File: src/rtl/wb_arb.sv
// wb_arb: merges ALU, LSU and CSR writebacks into one shared
// in-order queue that drains into the single register-file port.
module wb_arb #(
  parameter int DEPTH = 4
) (
  input  logic        clk,
  input  logic        rst_n,
  input  logic        alu_wb_vld,
  input  logic [4:0]  alu_wb_addr,
  input  logic [63:0] alu_wb_data,
  output logic        alu_wb_rdy,
  input  logic        lsu_wb_vld,
  input  logic [4:0]  lsu_wb_addr,
  input  logic [63:0] lsu_wb_data,
  output logic        lsu_wb_rdy,
  input  logic        csr_wb_vld,
  input  logic [4:0]  csr_wb_addr,
  input  logic [63:0] csr_wb_data,
  output logic        csr_wb_rdy,
  output logic        wb_vld,
  output logic [4:0]  wb_addr,
  output logic [63:0] wb_data,
  input  logic [4:0]  rs1,
  input  logic [4:0]  rs2,
  output logic        rs1_pend,
  output logic        rs2_pend
);

  localparam int PW = $clog2(DEPTH);
  localparam int CW = $clog2(DEPTH + 1);
  localparam logic [PW+1:0] DEP = (PW+2)'(DEPTH);

  logic [CW-1:0]    count;
  logic [PW-1:0]    head;
  logic [PW-1:0]    tail;
  logic [4:0]       ent_addr [DEPTH];
  logic [63:0]      ent_data [DEPTH];
  logic [DEPTH-1:0] ent_vld;
  logic [DEPTH-1:0] vld_nxt;

  logic             pop;
  logic [4:0]       free;
  logic             alu_en;
  logic             lsu_en;
  logic             csr_en;
  logic [1:0]       n_enq;
  logic [PW-1:0]    slot_l;
  logic [PW-1:0]    slot_c;
  logic [PW-1:0]    tail_nxt;
  logic [PW-1:0]    head_nxt;
  logic             hit1;
  logic             hit2;

  // Pointer advance modulo DEPTH; DEPTH need not be a power of two.
  function automatic logic [PW-1:0] wrap(
    input logic [PW-1:0] p,
    input logic [1:0]    k
  );
    logic [PW+1:0] s;
    s = (PW+2)'(p) + (PW+2)'(k);
    if (s >= DEP) s = s - DEP;
    if (s >= DEP) s = s - DEP;
    return s[PW-1:0];
  endfunction

  // Head pops every cycle it is valid, so its slot is free
  // for the same cycle's enqueues.
  always_comb begin
    pop        = (count != '0);
    free       = 5'(DEPTH) - 5'(count) + 5'(pop);
    alu_wb_rdy = (free >= 5'd1);
    lsu_wb_rdy = (free >= 5'd1 + 5'(alu_wb_vld));
    csr_wb_rdy = (free >= 5'd1 + 5'(alu_wb_vld)
                         + 5'(lsu_wb_vld));
  end

  // Accepted writes to x0 are acked but never take a slot.
  always_comb begin
    alu_en   = alu_wb_vld & alu_wb_rdy & (alu_wb_addr != 5'd0);
    lsu_en   = lsu_wb_vld & lsu_wb_rdy & (lsu_wb_addr != 5'd0);
    csr_en   = csr_wb_vld & csr_wb_rdy & (csr_wb_addr != 5'd0);
    n_enq    = 2'(alu_en) + 2'(lsu_en) + 2'(csr_en);
    slot_l   = wrap(tail, 2'(alu_en));
    slot_c   = wrap(tail, 2'(alu_en) + 2'(lsu_en));
    tail_nxt = wrap(tail, n_enq);
    head_nxt = wrap(head, 2'(pop));
  end

  // Per-slot valid: clear the popped head, then mark new tails.
  always_comb begin
    vld_nxt = ent_vld;
    if (pop)    vld_nxt[head]   = 1'b0;
    if (alu_en) vld_nxt[tail]   = 1'b1;
    if (lsu_en) vld_nxt[slot_l] = 1'b1;
    if (csr_en) vld_nxt[slot_c] = 1'b1;
  end

  // Queue control state.
  always_ff @(posedge clk) begin
    if (!rst_n) begin
      count   <= '0;
      head    <= '0;
      tail    <= '0;
      ent_vld <= '0;
    end else begin
      count   <= count + CW'(n_enq) - CW'(pop);
      head    <= head_nxt;
      tail    <= tail_nxt;
      ent_vld <= vld_nxt;
    end
  end

  // Entry payload storage, written in ALU, LSU, CSR order.
  always_ff @(posedge clk) begin
    if (rst_n) begin
      if (alu_en) begin
        ent_addr[tail] <= alu_wb_addr;
        ent_data[tail] <= alu_wb_data;
      end
      if (lsu_en) begin
        ent_addr[slot_l] <= lsu_wb_addr;
        ent_data[slot_l] <= lsu_wb_data;
      end
      if (csr_en) begin
        ent_addr[slot_c] <= csr_wb_addr;
        ent_data[slot_c] <= csr_wb_data;
      end
    end
  end

  // Head drives the register-file port; zeros when empty.
  always_comb begin
    wb_vld  = rst_n & pop;
    wb_addr = wb_vld ? ent_addr[head] : 5'd0;
    wb_data = wb_vld ? ent_data[head] : 64'd0;
  end

  // Scoreboard hazard lookup over queued entries only.
  always_comb begin
    hit1 = 1'b0;
    hit2 = 1'b0;
    for (int i = 0; i < DEPTH; i++) begin
      if (ent_vld[i] && ent_addr[i] == rs1) hit1 = 1'b1;
      if (ent_vld[i] && ent_addr[i] == rs2) hit2 = 1'b1;
    end
    rs1_pend = rst_n & (rs1 != 5'd0) & hit1;
    rs2_pend = rst_n & (rs2 != 5'd0) & hit2;
  end

endmodule

File: config.mk
export PLATFORM = sky130hd
export DESIGN_NAME = wb_arb
export DESIGN_NICKNAME = d
export VERILOG_FILES = /design/src/rtl/wb_arb.sv
export SDC_FILE = /design/constraint.sdc
export NUM_CORES = 1
export LEC_CHECK = 0
export CAP_MARGIN = 20
export CORE_MARGIN = 3
export CORE_UTILIZATION = 55
export DETAILED_ROUTE_END_ITERATION = 8
export HOLD_SLACK_MARGIN = 0.1
export PLACE_DENSITY = 0.78
export RECOVER_POWER = 50
export SYNTH_ARGS = -nofsm -noshare
export SYNTH_HDL_FRONTEND = slang
export SYNTH_SLANG_ARGS = --single-unit
File: constraint.sdc
create_clock -name clk -period 7.7 [get_ports clk]
set_clock_uncertainty 0.2 [all_clocks]
set_input_delay 1.54 -clock clk [delete_from_list [all_inputs] [get_ports clk]]
set_output_delay 1.54 -clock clk [all_outputs]
set_load 0.05 [all_outputs]
==> results.toml <==
[status]
run_status = "complete, but fails checks"
violations = "max-capacitance violations, max-slew violations"

[worst_setup_path]
endpoint_kind = "output pin"
arrival_ps = 5110
crit_start_category = "input pin"
path_cells = "clkbuf_1 -> clkbuf_1 -> and3_1 -> dlygate4sd3_1"
worst-path-buf-inv = 3
critical-path-max-stage-delay_ps = 1180
crit_path_max_fanout = 33
crit_path_top_delay_cell = "sky130_fd_sc_hd__clkbuf_1"
critical_setup_path_kind = "in -> out"
critical_path.top_delay_family = "buffers and inverters"
crit_required_ps = 5960
critical_path_s_most_frequent_cell = "sky130_fd_sc_hd__clkbuf_1"

[synthesis]
yosys_most_used_dff = "sky130_fd_sc_hd__edfxtp_1"
synth_seq_cells = 287
synth-compound-area-share_pct = 0.685
synthXorXnorAreaFrac_pct = 2.41
synth_top_area_share_pct = 44.1
yosys_warnings = 0
netlist-cell-type-count = 48
async_reset_ff_share_pct = 0
synth_top_area_cell = "sky130_fd_sc_hd__edfxtp_1"
adder_cell_area_share_of_the_yosys_netlist_pct = 1.41
syn_area_um2 = 18800
count_of_flip_flops_with_a_built_in_enable_after_synthesis = 276
synthesis.area_per_instance_um2 = 15.0
synth.yosys.seq_area_share_pct = 45.2
postSynthNetCount = 1497
dominant_combinational_cell_family_by_area_after_synthesis = "multiplexers"
synth_simple_gate_area_share_pct = 4.80
synthMuxAreaShare_pct = 41.7
synthCells = 1255
synth.area.top_cells = "sky130_fd_sc_hd__edfxtp_1 (44%), sky130_fd_sc_hd__mux2_2 (28%), sky130_fd_sc_hd__mux4_2 (8.3%)"

[timing]
slew_viol_final = 116
timing.max_slew.rel_slack_pct = -41.7
timing.hold.ws_ps = 424
timing.fmax_ghz = 0.146
unrepaired_setup_endpoints_after_global_routing = "no"
worst_margin_pin_slew_ps = 2130
period_share_pct = 89.0
tns_ps = 0
report.final.setup_viol = 0
final-hold-violation-count = 0
fin_crit_ps = 6850

[cells_and_area]
layout.filler_cells = 2353
fin_cells = 1984
area.growth.synth_to_final_pct = 21.9
layout_net_count = 1751
layout-drive-gt1-share_pct = 40.6
most-common-layout-cells = "sky130_fd_sc_hd__mux2_2 (465), sky130_fd_sc_hd__edfxtp_1 (276), sky130_fd_sc_hd__clkdlybuf4s50_1 (226), sky130_fd_sc_hd__mux2_1 (77), sky130_fd_sc_hd__and3_1 (71)"
register_area_um2 = 8520
layout.cells.most_common = "sky130_fd_sc_hd__mux2_2"
area_of_combinational_cells_with_multiple_inputs_um2 = 9580

[clock_network]
clock_buffers_created_by_tritoncts = 31
post_cts_setup_driven_buffer_insertion_count = 0
clk_pin_slew_worst_paths_ps = 60
clock_tree_from_tritoncts = "done"
htree_levels = 1
clock_insertion_delay_worst_skew_ps = 570
numClockSinks = 287
cts_resized = 0
cts_hold_buf = 0
cts_max_path_buffers = 3
root_buffer = "sky130_fd_sc_hd__clkbuf_16"

[die]
fp.dieArea_um2 = 36500
fp.coreArea_um2 = 33600
floorplan.io_pins = 297
die_width_um = 191
floorplan.initialDensity_pct = 56.0
die_h_um = 191
num_rows = 67

[global_route]
grt_antenna_before_repair = 5
wire_length_of_the_first_global_routing_pass_mm = 79.6
global_route.usage.total_pct = 28.4
gr-usage-met1_pct = 40.1
met3_usage_pct = 4.62
grt_pass1_vias = 13212
globalRouteMet2Util_pct = 47.0
top_usage_layer = "met2"
largest_net_degree_at_the_start_of_global_routing = 75
globalRoute.totalOverflow = 0

[route]
ant_nets = 0
post-route-drc-count = 0
routed_wl_mm = 52.3
routed-via-count = 12330
iter_0_drt_violations = 1066
viasPerCell = 6.21
drt_pass1_iterations = 5
post_drt_wl_per_cell_um = 26.4

[run]
max_cap_viol_count = 4

[placed_design]
gp_congestion = 0.891
dpl.cell_count = 1924
port_buffers = 296
detail_placement_hpwl_mm = 33.1

[power_and_ir_drop]
vdd_drop_max_v = 0.000228
power_leakage_nw = 8.22
cellPowerDensity_nw_per_um2 = 354

[hold_path]
hold_class = "reg -> reg"
path summary, 6_finish.rpt:
check	from	end	slack (ps)	cells after the start
setup / recovery	rst_n	wb_data[30]	850	4
hold / removal	ent_vld[0]	ent_vld[0]	420	2
setup reg to reg	count[1]	ent_data[2][58]	1360	15
hold reg to reg	ent_vld[0]	ent_vld[0]	420	2
metal layers:
layer,share of wire [%],vias to the layer above
met4,1.8,8
met5,0.13,-
met1,42,6226
li1,-,5479
met3,7.9,77
met2,48,540
synthesized netlist by cell type (11+ instances only):
cell type / count
sky130_fd_sc_hd__nand3_1: 13
sky130_fd_sc_hd__ha_1: 18
sky130_fd_sc_hd__and3_1: 71
sky130_fd_sc_hd__mux4_2: 69
sky130_fd_sc_hd__mux2_2: 465
sky130_fd_sc_hd__buf_2: 33
sky130_fd_sc_hd__edfxtp_1: 276
sky130_fd_sc_hd__mux2_4: 18
sky130_fd_sc_hd__mux2_1: 69
sky130_fd_sc_hd__clkbuf_1: 31
sky130_fd_sc_hd__xnor2_1: 15
sky130_fd_sc_hd__dfxtp_1: 11
sky130_fd_sc_hd__inv_1: 19
sky130_fd_sc_hd__buf_6: 29
sky130_fd_sc_hd__xor2_1: 35
final cells by class:
| cell class | count | area share (%) |
|---|---|---|
| Inverter | 20 | 0.327 |
| Clock inverter | 13 | 0.731 |
| Sequential cell | 287 | 37.1 |
| Multi-Input combinational cell | 849 | 41.8 |
| Tap cell | 448 | 2.44 |
| Timing Repair Buffer | 320 | 13.9 |
| Clock buffer | 45 | 3.70 |
| Antenna cell | 2 | 0.0218 |
logic make-up (layout without fill, tap and decap cells):
kind of cell    Yosys count  count (layout)
simple gates            139             139
other cells               0               2
xor+xnor                 51              51
buf+inv                 119             398
fa+ha+maj                20              20
flops                   287             287
mux                     621             621
compound gates           18              18
sequential cells by signal (all words and copies together) (netlist names):
signal and flops:
ent_vld 4, tail 2, ent_addr 20, ent_data 256, head 2, count 3
per-stage QoR:
step / utilization (%) / cell area (um2) / power [mW] / setup slack [ps]
global route: 68.2 / 22900 / 8.49 / 689
CTS: 68.6 / 23000 / 8.26 / 1510
detailed placement: 65.5 / 22000 / 6.76 / 1480
floorplan: - / 18800 / 5.53 / 3.84
finish: 68.2 / 22900 / 8.13 / 848
global placement: 65.5 / 22000 / 6.68 / 1530
tightest hold or removal path, cell delays in order (launching register included):
cell	delay, ps
sky130_fd_sc_hd__dfxtp_1	350
sky130_fd_sc_hd__o311ai_0	120
sky130_fd_sc_hd__nand4_1	100
report_power, final:
group / leakage (nW) / total, mW / internal, mW / switching [mW]
clock: 0.492 / 1.50 / 0.894 / 0.607
combinational: 5.10 / 3.91 / 1.69 / 2.22
sequential: 2.63 / 2.71 / 2.49 / 0.223
(Power assumes the default switching activity.)
